===== src/rtl/arcade_input_pkg.sv =====
// arcade_input_pkg: PS/2 key codes, joystick bit layout, rotate and coin-FSM types
package arcade_input_pkg;
  localparam logic [7:0] PS2_REL = 8'hF0;
  localparam logic [7:0] PS2_EXT = 8'hE0;
  // arrows are matched on the 8-bit code alone; every other key on {extended, code}
  localparam logic [7:0] K_P1_UP    = 8'h75;
  localparam logic [7:0] K_P1_DOWN  = 8'h72;
  localparam logic [7:0] K_P1_LEFT  = 8'h6B;
  localparam logic [7:0] K_P1_RIGHT = 8'h74;
  localparam logic [8:0] K_P1_FIRE0_ALT = 9'h014;
  localparam logic [35:0] K_P1_FIRE = {9'h01A, 9'h012, 9'h011, 9'h029};
  localparam logic [8:0] K_P2_UP    = 9'h02D;
  localparam logic [8:0] K_P2_DOWN  = 9'h02B;
  localparam logic [8:0] K_P2_LEFT  = 9'h023;
  localparam logic [8:0] K_P2_RIGHT = 9'h034;
  localparam logic [35:0] K_P2_FIRE = {9'h01D, 9'h015, 9'h01B, 9'h01C};
  localparam logic [8:0] K_START1 = 9'h005;
  localparam logic [8:0] K_START2 = 9'h006;
  localparam logic [8:0] K_COIN1  = 9'h02E;
  localparam logic [8:0] K_COIN2  = 9'h036;
  typedef enum logic [1:0] {ROT_NONE, ROT_CW, ROT_CCW, ROT_180} rot_e;
  typedef enum logic [1:0] {C_IDLE, C_PULSE, C_HOLD} coin_state_e;
  function automatic int jfire(input int i);
    return 4 + i;
  endfunction
  function automatic int jstart(input int n);
    return 4 + n;
  endfunction
  function automatic int jcoin(input int n);
    return 5 + n;
  endfunction
  // d and result are {up,down,left,right}
  function automatic logic [3:0] rot_dir(input logic [3:0] d, input rot_e m);
    return m == ROT_CW  ? {d[1], d[0], d[2], d[3]} :
           m == ROT_CCW ? {d[0], d[1], d[3], d[2]} :
           m == ROT_180 ? {d[2], d[3], d[0], d[1]} : d;
  endfunction
endpackage


===== src/rtl/coin_pulser.sv =====
// coin_pulser: one fixed-width coin pulse per request assertion
module coin_pulser
  import arcade_input_pkg::*;
#(
  parameter int COIN_PULSE_CYCLES = 2400000
) (
  input  logic clk_sys,
  input  logic reset_n,
  input  logic req,
  output logic coin
);
  localparam int CW = COIN_PULSE_CYCLES > 1 ? $clog2(COIN_PULSE_CYCLES) : 1;
  localparam logic [CW-1:0] C_LOAD = CW'(COIN_PULSE_CYCLES - 1);
  coin_state_e r_state, w_next;
  logic [CW-1:0] r_cnt, w_cnt;
  always_ff @(posedge clk_sys or negedge reset_n) begin
    if (!reset_n) begin
      r_state <= C_IDLE;
      r_cnt <= '0;
    end else begin
      r_state <= w_next;
      r_cnt <= w_cnt;
    end
  end
  always_comb begin
    w_next = r_state;
    w_cnt = r_cnt;
    case (r_state)
      C_IDLE: if (req) begin
        w_next = C_PULSE;
        w_cnt = C_LOAD;
      end
      C_PULSE: if (r_cnt == '0) w_next = C_HOLD; else w_cnt = r_cnt - 1'b1;
      C_HOLD: if (!req) w_next = C_IDLE;
      default: w_next = C_IDLE;
    endcase
  end
  assign coin = r_state == C_PULSE;
endmodule


===== src/rtl/arcade_input_mapper.sv =====
// arcade_input_mapper: merges PS/2 keys and two joysticks into per-player arcade controls
module arcade_input_mapper
  import arcade_input_pkg::*;
#(
  parameter int NUM_BTN = 2,
  parameter int COIN_PULSE_CYCLES = 2400000,
  parameter int AUTOFIRE_FRAMES = 3,
  parameter int COIN_ON_START = 0
) (
  input  logic               clk_sys,
  input  logic               reset_n,
  input  logic [64:0]        ps2_key,
  input  logic [15:0]        joystick_0,
  input  logic [15:0]        joystick_1,
  input  logic [1:0]         rotate,
  input  logic [NUM_BTN-1:0] autofire_en,
  input  logic               ce_frame,
  output logic [3:0]         p1_dir,
  output logic [3:0]         p2_dir,
  output logic [NUM_BTN-1:0] p1_btn,
  output logic [NUM_BTN-1:0] p2_btn,
  output logic               start1,
  output logic               start2,
  output logic               coin1,
  output logic               coin2
);
  localparam int AW = AUTOFIRE_FRAMES > 1 ? $clog2(AUTOFIRE_FRAMES) : 1;
  localparam logic [AW-1:0] AF_LAST = AW'(AUTOFIRE_FRAMES - 1);
  localparam int JF = jfire(0);
  localparam int JS = jstart(NUM_BTN);
  localparam int JC = jcoin(NUM_BTN);
  localparam int KS = 2 * NUM_BTN + 12;
  // key-state layout: {coin[1:0], start[1:0], p2 btn, p2 dir, p1 btn, p1 dir}
  logic r_tgl, r_phase;
  logic [AW-1:0] r_af_cnt;
  logic [KS-1:0] r_ks, w_hit;
  logic w_ev, w_pr;
  logic [8:0] w_key;
  logic [3:0] w_h1_dir, w_h2_dir, w_raw1_dir, w_raw2_dir;
  logic [NUM_BTN-1:0] w_h1_btn, w_h2_btn, w_raw1_btn, w_raw2_btn, w_af_mask;
  logic [1:0] w_start, w_coin, w_coin_req;
  logic w_unused;
  always_comb begin
    w_ev = ps2_key[64] != r_tgl && ps2_key[63:24] == '0;
    w_pr = ps2_key[15:8] != PS2_REL;
    w_key = {w_pr ? ps2_key[15:8] == PS2_EXT : ps2_key[23:16] == PS2_EXT, ps2_key[7:0]};
    w_h1_dir = w_ev ? {ps2_key[7:0] == K_P1_UP, ps2_key[7:0] == K_P1_DOWN,
                       ps2_key[7:0] == K_P1_LEFT, ps2_key[7:0] == K_P1_RIGHT} : 4'b0;
    w_h2_dir = w_ev ? {w_key == K_P2_UP, w_key == K_P2_DOWN,
                       w_key == K_P2_LEFT, w_key == K_P2_RIGHT} : 4'b0;
    w_h1_btn = '0;
    w_h2_btn = '0;
    for (int i = 0; i < NUM_BTN; i++) begin
      w_h1_btn[i] = w_ev && (w_key == K_P1_FIRE[9*i+:9] || (i == 0 && w_key == K_P1_FIRE0_ALT));
      w_h2_btn[i] = w_ev && w_key == K_P2_FIRE[9*i+:9];
    end
    w_hit = {w_ev && w_key == K_COIN2, w_ev && w_key == K_COIN1,
             w_ev && w_key == K_START2, w_ev && w_key == K_START1,
             w_h2_btn, w_h2_dir, w_h1_btn, w_h1_dir};
  end
  assign w_raw1_dir = r_ks[3:0] | joystick_0[3:0];
  assign w_raw1_btn = r_ks[4+:NUM_BTN] | joystick_0[JF+:NUM_BTN];
  assign w_raw2_dir = r_ks[4+NUM_BTN+:4] | joystick_1[3:0];
  assign w_raw2_btn = r_ks[8+NUM_BTN+:NUM_BTN] | joystick_1[JF+:NUM_BTN];
  assign w_start = r_ks[8+2*NUM_BTN+:2] | {joystick_1[JS], joystick_0[JS]};
  assign w_coin = r_ks[10+2*NUM_BTN+:2] | {joystick_1[JC], joystick_0[JC]};
  assign w_coin_req = w_coin | (COIN_ON_START != 0 ? w_start : 2'b00);
  assign w_af_mask = ~autofire_en | {NUM_BTN{r_phase}};
  assign w_unused = &{1'b0, joystick_0[15:JC+1], joystick_1[15:JC+1]};
  always_ff @(posedge clk_sys or negedge reset_n) begin
    if (!reset_n) begin
      r_tgl <= 1'b0;
      r_ks <= '0;
      r_af_cnt <= '0;
      r_phase <= 1'b0;
      p1_dir <= '0;
      p2_dir <= '0;
      p1_btn <= '0;
      p2_btn <= '0;
      start1 <= 1'b0;
      start2 <= 1'b0;
    end else begin
      r_tgl <= ps2_key[64];
      r_ks <= w_pr ? r_ks | w_hit : r_ks & ~w_hit;
      if (ce_frame) begin
        r_af_cnt <= r_af_cnt == AF_LAST ? '0 : r_af_cnt + 1'b1;
        if (r_af_cnt == AF_LAST) r_phase <= ~r_phase;
      end
      p1_dir <= rot_dir(w_raw1_dir, rot_e'(rotate));
      p2_dir <= rot_dir(w_raw2_dir, rot_e'(rotate));
      p1_btn <= w_raw1_btn & w_af_mask;
      p2_btn <= w_raw2_btn & w_af_mask;
      start1 <= w_start[0];
      start2 <= w_start[1];
    end
  end
  coin_pulser #(.COIN_PULSE_CYCLES(COIN_PULSE_CYCLES)) u_coin1 (
    .clk_sys(clk_sys), .reset_n(reset_n), .req(w_coin_req[0]), .coin(coin1)
  );
  coin_pulser #(.COIN_PULSE_CYCLES(COIN_PULSE_CYCLES)) u_coin2 (
    .clk_sys(clk_sys), .reset_n(reset_n), .req(w_coin_req[1]), .coin(coin2)
  );
endmodule


===== config.mk =====
export PLATFORM = sky130hd
export DESIGN_NAME = arcade_input_mapper
export DESIGN_NICKNAME = d
export VERILOG_FILES = /design/src/rtl/arcade_input_pkg.sv /design/src/rtl/coin_pulser.sv /design/src/rtl/arcade_input_mapper.sv
export SDC_FILE = /design/constraint.sdc
export NUM_CORES = 1
export LEC_CHECK = 0
export ABC_AREA = 0
export BUFFER_PORTS_ARGS = -buffer_cell sky130_fd_sc_hd__buf_2
export CORE_ASPECT_RATIO = 0.9
export CORE_MARGIN = 2
export CORE_UTILIZATION = 28
export CTS_CLUSTER_SIZE = 16
export DETAILED_ROUTE_END_ITERATION = 12
export GPL_TIMING_DRIVEN = 0
export PLACE_DENSITY_LB_ADDON = 0.15
export SYNTH_ARGS = -nofsm -noshare
export SYNTH_HDL_FRONTEND = slang
export SYNTH_SLANG_ARGS = --single-unit

===== constraint.sdc =====
create_clock -name clk_sys -period 6.7 [get_ports clk_sys]
set_input_delay 1.34 -clock clk_sys [delete_from_list [all_inputs] [get_ports clk_sys]]
set_output_delay 1.34 -clock clk_sys [all_outputs]
set_load 0.1 [all_outputs]

==> results.md <==
* Mean area per synthesized cell at 9.77 um^2
* Hold_ws at around 0.5 ns
* Clock Path Buffers at 2
* Slowest stage delay, CP at approximately 0.64 ns
* Share of cells above drive strength 1 at 0.273
* DRC at 0
* Vias at approximately 4.0k
* Worst slew pin tran at between 1 and 1.5 ns
* Clock Tree Root: clkbuf_16
* Overall routing resource usage at 0.148
* Net Count, Synth at about 560
* Ys Warns at 0
* VDD IR-drop max at 0.109 mV
* Multi-input gate area at 2210 um^2
* CTS clk-pin slew, worst paths at roughly 0.060 ns
* Endpoints failing setup at 0
* Crit path DAT at between 3 and 4 ns
* Combinational share of power at 0.194
* Ys flop type: dfrtp_1
* Post-synth top area cell: dfrtp_1
* Postcts setup bufs at 0
* Layout area overhead at 25.7%
* Post-synth EDFFs at 0
* Total Wirelength at between 10 and 15 mm
* Max Cap Viol at 0
* CP cell instances: buf_2 > nor4_1 > nand4_1 > nor3_1 > clkbuf_1 > nand4_1 > mux2_2
* F_max at around 300 MHz
* Worst setup SP type: primary input
* TritonCTS buffer count at 9
* Initial Utilization at 0.285
* Core Rows at 43
* First DRT Iteration DRCs at 251
* Post-Route Setup TNS at 0 ns
* Clk_skew at 0.00773 ns
* Post-synthesis register bit count at 82
* Top post-synthesis cells by count: 82 x dfrtp_1, 37 x nor2_1, 30 x nand2_1
* Initial antenna violation count at 0
* Int Pwr at 1.04 mW
* Hold/Removal Path Class: reg2reg
* Mapped Area at 4390 um^2
* DIE AREA at ~17000 um^2
* Critical Path RT at ~7 ns
* Vias per Instance at about 5.2
* Worst path most repeated cell: nand4_1
* Total grt overflow at 0
* Sw frac at 0.303
* Nets@finish at around 670
* H-tree depth at 3
* Crit path max fanout at 10
* Flop pwr share at 0.414
* # IOs at 120
* CTS resizes at 0
* Slowest cell on crit path: nor3_1
* Dpl hpwl at between 8 and 9 mm
* Worst skew pair latency at roughly 0.35 ns
* Routed Antenna Nets at 0
* Die Y at between 100 and 150 um
* Ant diodes at 0
* Vias in the first global route at slightly below 4k
* Most frequent cell after synthesis: dfrtp_1
* Register Area at between 2000 and 2500 um^2
* RSZ-0062 raised after global routing: no
* CP endpoint kind: flip-flop
* Cells after Synth at about 450
* Slew Limit Fails at 0
* Clk sink count at approximately 80
* Hold-fix buffer count after cts at 0
* Slew Limit Headroom at 0.271
* Seq/Total Area, Yosys at 0.468
* Die X-Extent at ~140 um
* Leak at between 2 and 2.5 nW
* Total core area at around 15000 um^2
* Pin count of the biggest net entering global routing at between 40 and 50
* Outcome: completed
* Synth top area cells: dfrtp_1 47%, mux2_2 4.1%, nor4_1 3.4%
* Fillers at between 1.5k and 2k
* Final Critical Period at between 3 and 4 ns
* Port bufs at 100
* Drt first pass iters at 5
* Area share of the largest cell type after synthesis at 0.468
* RePlAce Congestion at ~0.81
* Final Hold Viols at 0
* Count of cell types in the netlist at 53
* Async S/R FF share, synth at 1.00
* CTS tree: done
* Period Utilization, post-route at 0.492
* First-pass GRT wire length at 19.3 mm
* Pwr dens at about 270 nW/um^2
* Clock power frac at 0.391
* Crit Path Class: in2reg
* Routed wire length per instance at about 15 um
* Sw power at approximately 0.45 mW
metal layers:
metal | vias up | track usage | wire [um]
li1 | 1929 | - | -
met1 | 1887 | 0.183 | 4990
met2 | 131 | 0.246 | 5480
met3 | 17 | 0.0347 | 658
met4 | 0 | 0.0684 | 244
met5 | - | 0 | 0
layout make-up:
| cell class | instances | area share |
|---|---|---|
| clock buffer | 11 | 0.0458 |
| inverter | 8 | 0.00545 |
| tap | 202 | 0.0458 |
| multi-input combinational | 340 | 0.401 |
| buffer | 19 | 0.0166 |
| clock inverter | 4 | 0.0179 |
| sequential | 82 | 0.372 |
| timing repair buffer | 101 | 0.0948 |
power by group through the flow:
stage | Sequential [mW] | Combinational (mW) | Clock, mW
2_1_floorplan | 0.683 | 0.140 | 0
3_3_place_gp | 0.625 | 0.284 | 0
3_5_place_dp | 0.627 | 0.292 | 0
4_1_cts | 0.619 | 0.295 | 0.603
5_1_grt | 0.630 | 0.324 | 0.621
6_report | 0.620 | 0.291 | 0.585
stage by stage:
stage | power (mW) | utilization | cells | setup WS (ns) | area (um^2)
2_1_floorplan | 0.823 | - | 449 | 3.52 | 4390
3_3_place_gp | 0.908 | 0.334 | 751 | 3.02 | 5140
4_1_cts | 1.52 | 0.358 | 767 | 3.37 | 5510
5_1_grt | 1.58 | 0.358 | 767 | 3.20 | 5510
6_report | 1.50 | 0.358 | 767 | 3.40 | 5510
3_5_place_dp | 0.918 | 0.336 | 752 | 3.01 | 5160
worst max-delay path: cells and delay by family:
kind                   cells  cell delay (ns)
AND/OR/NAND/NOR            4             1.38
buffers and inverters      2             0.50
multiplexers               1             0.32
cell families (layout without fill, tap and decap cells):
logic type / count (synthesis) / count (layout) / share of synthesized area
AND/OR/NAND/NOR: 229 / 229 / 0.299
flip-flops: 82 / 82 / 0.468
AO/OA/AOI/OAI: 70 / 70 / 0.111
adder cells (fa/ha/maj): 2 / 2 / 0.00570
multiplexers: 25 / 25 / 0.0616
buffers and inverters: 27 / 143 / 0.0277
XOR/XNOR: 14 / 14 / 0.0280
path summary, 6_finish.rpt:
| check | cells past startpoint | slack [ns] | endpoint | from |
|---|---|---|---|---|
| setup / recovery | 7 | 3.40 | flip-flop | ps2_key[41] |
| min in group asynchronous | 1 | 1.01 | u_coin2.r_cnt[10]$_DFFE_PN0P_ | reset_n |
| hold / removal | 2 | 0.49 | p2_btn[0]$_DFF_PN0_ | flip-flop |
| max in group asynchronous | 2 | 5.07 | r_af_cnt[1]$_DFFE_PN0P_ | reset_n |
| hold reg to reg | 2 | 0.49 | p2_btn[0]$_DFF_PN0_ | flip-flop |
| setup reg to reg | 8 | 4.16 | u_coin2.r_cnt[9]$_DFFE_PN0P_ | u_coin2.r_cnt[12]$_DFFE_PN0P_ |
cell usage in the layout (no fill, tap or decap), types with 4 or more instances in the layout:
master / instances
nand2_1: 30
dfrtp_1: 82
a21oi_1: 12
and3_1: 6
o31ai_1: 10
mux2i_1: 9
nand3_1: 10
o211ai_1: 5
nand4b_1: 5
mux2_2: 16
buf_2: 100
or2_2: 4
clkbuf_1: 15
inv_1: 8
nor2_1: 37
nor4_1: 24
nor3_1: 25
nand2b_1: 8
a31oi_1: 4
nor2b_1: 6
xor2_1: 12
clkbuf_16: 9
o21ai_0: 22
nand4_1: 17
or4_1: 12
or3_1: 14
nor3b_1: 11
Note: power is estimated with default switching activity, not from simulation.
